--- config.mk ---
export PLATFORM = sky130hd
export DESIGN_NAME = program_loader_flat
export DESIGN_NICKNAME = d
export VERILOG_FILES = /design/src/rtl/loader_pkg.sv /design/src/rtl/program_loader_if.sv /design/src/rtl/word_packer.sv /design/src/rtl/program_loader.sv /design/src/flat_wrapper.sv
export SDC_FILE = /design/constraint.sdc
export NUM_CORES = 1
export LEC_CHECK = 0
export CELL_PAD_IN_SITES_DETAIL_PLACEMENT = 2
export CELL_PAD_IN_SITES_GLOBAL_PLACEMENT = 2
export CORE_ASPECT_RATIO = 0.9
export CORE_UTILIZATION = 35
export CTS_CLUSTER_DIAMETER = 30
export DETAILED_ROUTE_END_ITERATION = 8
export HOLD_SLACK_MARGIN = 0.12
export MAX_ROUTING_LAYER = met4
export PLACE_DENSITY_LB_ADDON = 0.1
export SKIP_CTS_REPAIR_TIMING = 1
export SLEW_MARGIN = 20
export SYNTH_ARGS = -nofsm -noshare
export SYNTH_HDL_FRONTEND = slang
export SYNTH_HIERARCHICAL = 1
export SYNTH_SLANG_ARGS = --single-unit
export TNS_END_PERCENT = 20
--- constraint.sdc ---
create_clock -name clk -period 2.45 [get_ports clk]
set_input_delay 0.735 -clock clk [delete_from_list [all_inputs] [get_ports clk]]
set_output_delay 0.735 -clock clk [all_outputs]
set_load 0.01 [all_outputs]
--- src/rtl/loader_pkg.sv ---
// ============================================================================
// loader_pkg: shared types and constants for the boot-time program loader.
// Revision: 1.0
// ============================================================================
`default_nettype none

package loader_pkg;

  typedef enum logic [2:0] {
    HDR0 = 3'd0,
    HDR1 = 3'd1,
    DATA = 3'd2,
    CSUM = 3'd3,
    DONE = 3'd4,
    ERR  = 3'd5
  } state_t;

  localparam int BYTES_PER_WORD = 4;
  localparam int HDR_BYTES      = 2;

endpackage

`default_nettype wire

--- src/rtl/program_loader_if.sv ---
// ============================================================================
// program_loader_if: byte-stream valid/ready handshake into the loader.
// Revision: 1.0
// ============================================================================
`default_nettype none

interface program_loader_if;
  logic [7:0] in_data;
  logic       in_valid;
  logic       in_ready;

  modport master (output in_data, output in_valid, input  in_ready);
  modport slave  (input  in_data, input  in_valid, output in_ready);
endinterface

`default_nettype wire

--- src/rtl/word_packer.sv ---
// ============================================================================
// word_packer: gathers little-endian bytes into 32-bit words.
// Revision: 1.0
// ============================================================================
`default_nettype none

module word_packer
  import loader_pkg::*;
(
  input  wire logic        clk,
  input  wire logic        rst,
  input  wire logic        accept,
  input  wire logic [7:0]  byte_in,
  output logic      [31:0] word,
  output logic             word_ready
);

  logic [1:0]  idx;
  logic [23:0] lanes;

  // The top lane is never stored: the word is presented while its last byte is on the bus.
  assign word_ready = accept && (idx == 2'(BYTES_PER_WORD - 1));
  assign word       = {byte_in, lanes};

  always_ff @(posedge clk or negedge rst) begin
    if (!rst) begin
      idx   <= 2'd0;
      lanes <= 24'd0;
    end else if (accept) begin
      case (idx)
        2'd0:    lanes[7:0]   <= byte_in;
        2'd1:    lanes[15:8]  <= byte_in;
        2'd2:    lanes[23:16] <= byte_in;
        default: lanes        <= lanes;
      endcase
      idx <= idx + 2'd1;
    end
  end

endmodule

`default_nettype wire

--- src/rtl/program_loader.sv ---
// ============================================================================
// program_loader: streams a program into instruction memory, then releases
// the CPU reset. Optional trailing checksum byte with LOADER_CHECKSUM_EN.
// Revision: 1.0
// ============================================================================
`default_nettype none

module program_loader
  import loader_pkg::*;
#(
  parameter int ADDRESS_WIDTH = 32,
  parameter int DATA_WIDTH    = 32,
  parameter int MEM_WORDS     = 256
) (
  input  wire logic                     clk,
  input  wire logic                     rst,
  program_loader_if.slave               stream,
  output logic                          imem_we,
  output logic [ADDRESS_WIDTH-1:0]      imem_addr,
  output logic [DATA_WIDTH-1:0]         imem_wdata,
  output logic                          cpu_rst,
  output logic                          done,
  output logic                          err
);

  localparam int IDX_W = $clog2(MEM_WORDS) + 1;

  state_t            state, state_nx;
  logic [7:0]        hdr_lo;
  logic [15:0]       count;
  logic [IDX_W-1:0]  word_idx;
  logic              accept;
  logic              pack_accept;
  logic [15:0]       hdr_count;
  logic [31:0]       packed_word;
  logic              word_ready;
  logic              last_word;
`ifdef LOADER_CHECKSUM_EN
  logic [7:0]        csum;
`endif

  assign stream.in_ready = (state == HDR0) || (state == HDR1) ||
                           (state == DATA) || (state == CSUM);
  assign accept      = stream.in_valid && stream.in_ready;
  assign pack_accept = accept && (state == DATA);
  assign hdr_count   = {stream.in_data, hdr_lo};
  assign last_word   = word_ready && ((32'(word_idx) + 32'd1) == 32'(count));

  word_packer u_packer (
    .clk        (clk),
    .rst        (rst),
    .accept     (pack_accept),
    .byte_in    (stream.in_data),
    .word       (packed_word),
    .word_ready (word_ready)
  );

  always_ff @(posedge clk or negedge rst) begin
    if (!rst) state <= HDR0;
    else      state <= state_nx;
  end

  always_comb begin
    state_nx = state;
    case (state)
      HDR0: if (accept) state_nx = HDR1;
      HDR1: begin
        if (accept) begin
          if (hdr_count == 16'd0) begin
`ifdef LOADER_CHECKSUM_EN
            state_nx = CSUM;
`else
            state_nx = DONE;
`endif
          end else if (32'(hdr_count) > 32'(MEM_WORDS)) begin
            state_nx = ERR;
          end else begin
            state_nx = DATA;
          end
        end
      end
      DATA: begin
        if (last_word) begin
`ifdef LOADER_CHECKSUM_EN
          state_nx = CSUM;
`else
          state_nx = DONE;
`endif
        end
      end
`ifdef LOADER_CHECKSUM_EN
      CSUM: if (accept) state_nx = (stream.in_data == csum) ? DONE : ERR;
`endif
      DONE:    state_nx = DONE;
      ERR:     state_nx = ERR;
      default: state_nx = ERR;
    endcase
  end

  always_ff @(posedge clk or negedge rst) begin
    if (!rst) begin
      hdr_lo     <= 8'd0;
      count      <= 16'd0;
      word_idx   <= '0;
      imem_we    <= 1'b0;
      imem_addr  <= '0;
      imem_wdata <= '0;
      cpu_rst    <= 1'b1;
      done       <= 1'b0;
      err        <= 1'b0;
    end else begin
      if (accept && (state == HDR0)) hdr_lo <= stream.in_data;
      if (accept && (state == HDR1)) count  <= hdr_count;
      imem_we <= word_ready;
      if (word_ready) begin
        imem_wdata <= DATA_WIDTH'(packed_word);
        imem_addr  <= ADDRESS_WIDTH'({word_idx, 2'b00});
        word_idx   <= word_idx + 1'b1;
      end
      // Lags the state by one cycle so the final write lands before the CPU's first fetch.
      cpu_rst <= (state != DONE);
      done    <= done | (state_nx == DONE);
      err     <= err  | (state_nx == ERR);
    end
  end

`ifdef LOADER_CHECKSUM_EN
  always_ff @(posedge clk or negedge rst) begin
    if (!rst)             csum <= 8'd0;
    else if (pack_accept) csum <= csum + stream.in_data;
  end
`endif

endmodule

`default_nettype wire
--- src/flat_wrapper.sv ---
// flat-port wrapper written by rule: the top's interface ports become plain ports
module program_loader_flat import loader_pkg::*;
#(
  parameter int ADDRESS_WIDTH = 32,
  parameter int DATA_WIDTH    = 32,
  parameter int MEM_WORDS     = 256
)
  (clk, rst, imem_we, imem_addr, imem_wdata, cpu_rst, done, err, stream_in_data, stream_in_valid, stream_in_ready);
  program_loader_if stream_i ();
  input  wire logic clk;
  input  wire logic rst;
  output logic imem_we;
  output logic [ADDRESS_WIDTH-1:0] imem_addr;
  output logic [DATA_WIDTH-1:0] imem_wdata;
  output logic cpu_rst;
  output logic done;
  output logic err;
  input wire logic [$bits(stream_i.in_data)-1:0] stream_in_data;
  input wire logic [$bits(stream_i.in_valid)-1:0] stream_in_valid;
  output wire logic [$bits(stream_i.in_ready)-1:0] stream_in_ready;
  assign stream_i.in_data = stream_in_data;
  assign stream_i.in_valid = stream_in_valid;
  assign stream_in_ready = stream_i.in_ready;
  program_loader #(.ADDRESS_WIDTH(ADDRESS_WIDTH), .DATA_WIDTH(DATA_WIDTH), .MEM_WORDS(MEM_WORDS)) u_core (.clk(clk), .rst(rst), .stream(stream_i), .imem_we(imem_we), .imem_addr(imem_addr), .imem_wdata(imem_wdata), .cpu_rst(cpu_rst), .done(done), .err(err));
endmodule
==> summary.md <==
| Metric | Value |
|---|---|
| Worst-margin pin slew | between 0.6 and 0.7 ns |
| Seq cells post-synth | 107 |
| Clk pwr share | between 40 and 50% |
| Post-Place Setup Slack | -0.382 ns |
| Slew headroom | 55.3% |
| Ports | 80 |
| CTS H-tree lvls | 3 |
| Drt drc | 0 |
| Largest net degree at the start of global routing | just under 50 |
| Yosys cell types | 52 |
| Fraction of registers with async set/reset | 100% |
| Clk slew on worst S/H paths | around 0.07 ns |
| Status | finished, final reports clean |
| Crit end category | flip-flop |
| Initial core utilization | a little over a third |
| Sequential area share after synthesis | between 50% and 60% |
| Post-Syn Instances | about 350 |
| Routed length per instance | ~19 um |
| Post-layout min period | between 2 and 2.5 ns |
| Post-DP HPWL | around 7700 um |
| Reg2Reg Launch Point | u_core/state[2] |
| Number of global-route vias before repair | between 3000 and 4000 |
| Pint | roughly 0.0028 W |
| Cts bufs inserted | 9 |
| Sw Ratio | 21.2% |
| CP max FO | 2 |
| Layout cell share with drive strength beyond 1 | approximately a third |
| Placer Congestion | 0.704 |
| Die area | ~0.015 sq mm |
| Total iterations of the first detailed-routing run | 3 |
| Max_cap viols | 0 |
| Global router's overall resource usage | between 10% and 20% |
| Slowest stage delay, CP | between 0.5 and 0.6 ns |
| Fin. Hold Viols | 0 |
| Fmax | between 400 and 500 MHz |
| Seq pwr share | between 50% and 60% |
| Net Switching | roughly 0.00074 W |
| Ant diodes | 0 |
| Logic pwr share | around 3.7% |
| Skew-Pair Late Insertion Delay | approximately 0.35 ns |
| Initial antenna violation count | 0 |
| Die W | about 130 um |
| Post-synth EDFFs | 0 |
| Core ar. | about 0.014 sq mm |
| Startpoint type of the worst setup path | primary input |
| HP Class | in -> async |
| Period utilisation layout | just under 100% |
| Die H | approximately 110 um |
| CP Class | in -> reg |
| CTS tree | done |
| Post-detailed-route count of antenna-violating nets | 0 |
| Cell Chain, Critical Path | clkdlybuf4s50_1 > or4_4 > nor4_1 > buf_4 > a311o_1 > inv_1 > a21o_1 |
| WP data required | 2.69 ns |
| GR Overflow Total | 0 |
| Yosys warning total | 6 |
| Setup WS post-layout | approximately 0.083 ns |
| Area Growth Syn to Fin | 22.5% |
| Setup violations, final | 0 |
| Mapped Area | 0.00491 sq mm |
| DRT iter0 DRCs | 90 |
| Synth Flop Type | dfrtp_1 |
| Row count | 40 |
| Core Util, Final | between 40% and 50% |
| Global-route wire length before repair | around 18000 um |
| Net count, final | ~430 |
| Detailed-route via count | a little under 3000 |
| Worst EP arrival | between 2 and 3 ns |
| Max rail drop VDD | roughly 0.0004 V |
| Reported leakage power | around 2.9 nW |
| Critical path's slowest cell | or4_4 |
| Mean post-synth cell area | 13.9 sq um |
| Clock net sink count | between 100 and 150 |
| Cell Pwr Density | around 580 mW/mm^2 |
| CTS max path bufs | 2 |
| Final wirelength | 11000 um |
| IO buf count | 56 |
| Post-DR vias/cell | about 5 |
| Clk_skew | between 0.01 and 0.015 ns |
| Fin. max-slew vios | 0 |
| CP startpoint | stream_in_data[4] |
| CTS Root Cell | clkbuf_16 |
==> per-layer routing <==
metal,track usage (%),share of wire [%],vias up
li1,-,-,1321
met1,22.9,49,1521
met2,26.9,47,66
met3,3.74,3.3,9
met4,6.43,1.2,0
met5,-,0,-
==> state kept, by name (all words and copies together) (netlist names) <==
register               cells
u_core/imem_wdata         32
u_core/imem_we             1
u_core/err                 1
u_core/hdr_lo              8
u_core/count              16
u_core/cpu_rst             1
u_core/done                1
u_core/imem_addr           9
u_core/u_packer/idx        2
u_core/word_idx            9
u_core/u_packer/lanes     24
u_core/state               3
==> cell usage in the layout, fill, tap and decap left out, types with 4 or more instances in the layout <==
cell / synthesis / layout
nand2_1: 6 / 6
conb_1: 1 / 23
dfrtp_1: 106 / 106
clkdlybuf4s50_1: 0 / 54
mux2_1: 4 / 4
clkbuf_8: 0 / 5
o21ai_0: 5 / 5
or3_1: 4 / 4
mux2_4: 24 / 24
xor2_1: 9 / 9
ha_1: 5 / 5
mux2_2: 62 / 62
clkbuf_16: 0 / 9
buf_4: 33 / 19
nand3_1: 6 / 6
xnor2_1: 10 / 10
nor2_1: 6 / 6
nand4_1: 5 / 5
inv_1: 6 / 6
nor3_1: 4 / 4
==> worst max-delay path: cells and delay by family <==
| family | cells | cell delay [ns] |
|---|---|---|
| AND/OR/NAND/NOR | 2 | 0.82 |
| buffers and inverters | 3 | 0.69 |
| AO/OA/AOI/OAI | 2 | 0.36 |
==> cell type report <==
| type | count | area [sq um] |
|---|---|---|
| fill | 1334 | 7500 |
| tap | 168 | 210 |
| inverter | 6 | 22.5 |
| clock buffer | 14 | 294 |
| sequential | 107 | 2680 |
| timing repair buffer | 77 | 756 |
| clock inverter | 2 | 38.8 |
| multi-input combinational | 217 | 2010 |
==> per-stage QoR <==
| stage | power [W] | hold slack, ns | TNS (ns) | instance area [sq um] | instances |
|---|---|---|---|---|---|
| 2_1_floorplan | 0.00188 | 0.439 | 0 | 4990 | 374 |
| 3_3_place_gp | 0.00194 | 0.446 | -12.60 | 5650 | 574 |
| 3_5_place_dp | 0.00195 | 0.459 | -13.78 | 5650 | 574 |
| 4_1_cts | 0.00356 | 0.218 | -0.0193 | 5980 | 590 |
| 5_1_grt | 0.00362 | 0.223 | -0.0239 | 6010 | 591 |
| 6_report | 0.00349 | 0.232 | 0 | 6010 | 591 |
==> Yosys cell counts, drive strengths merged (5+ instances only) <==
library cell / n / share of area [%]
buf: 40 / 5.8
ha: 5 / 1.3
nor3: 5 / 0.61
xor2: 9 / 1.6
dfrtp: 106 / 54
nor4: 5 / 0.89
inv: 6 / 0.46
o21ai: 6 / 0.61
nand2: 9 / 1.7
nand4: 6 / 0.89
mux2: 90 / 22
xnor2: 10 / 1.8
nand3: 6 / 0.61
nor2: 6 / 0.46
==> power by group through the flow <==
stage                     registers, W  clock network (W)   logic, W
after floorplan                0.00181                  0  0.0000680
after global placement         0.00181                  0   0.000130
after detailed placement       0.00181                  0   0.000133
after CTS                      0.00178            0.00165   0.000133
after global routing           0.00178            0.00170   0.000144
final                          0.00178            0.00158   0.000130
==> kinds of logic (layout without fill, tap and decap cells) <==
logic type / count (synthesis) / count (layout) / synth area share [%]
flops: 107 / 107 / 54.6
mux: 90 / 90 / 22.5
simple gates: 60 / 60 / 8.79
buf+inv: 50 / 99 / 6.57
compound gates: 20 / 20 / 2.85
xor+xnor: 19 / 19 / 3.39
fa+ha+maj: 5 / 5 / 1.27
other cells: 1 / 23 / 0.0764
==> worst paths after layout <==
check                                                  to  slack [ns]  cells past startpoint
worst max-delay path                           u_core/err        0.08                      7
worst min-delay path            u_core/u_packer/lanes[23]        0.23                      1
worst max register to register            u_core/state[1]        0.12                      8
worst min register to register                 u_core/err        0.47                      1
max in group asynchronous             u_core/imem_addr[4]        1.69                      2
min in group clk                               u_core/err        0.47                      1
No activity file was read; power rests on OpenSTA's default activity.
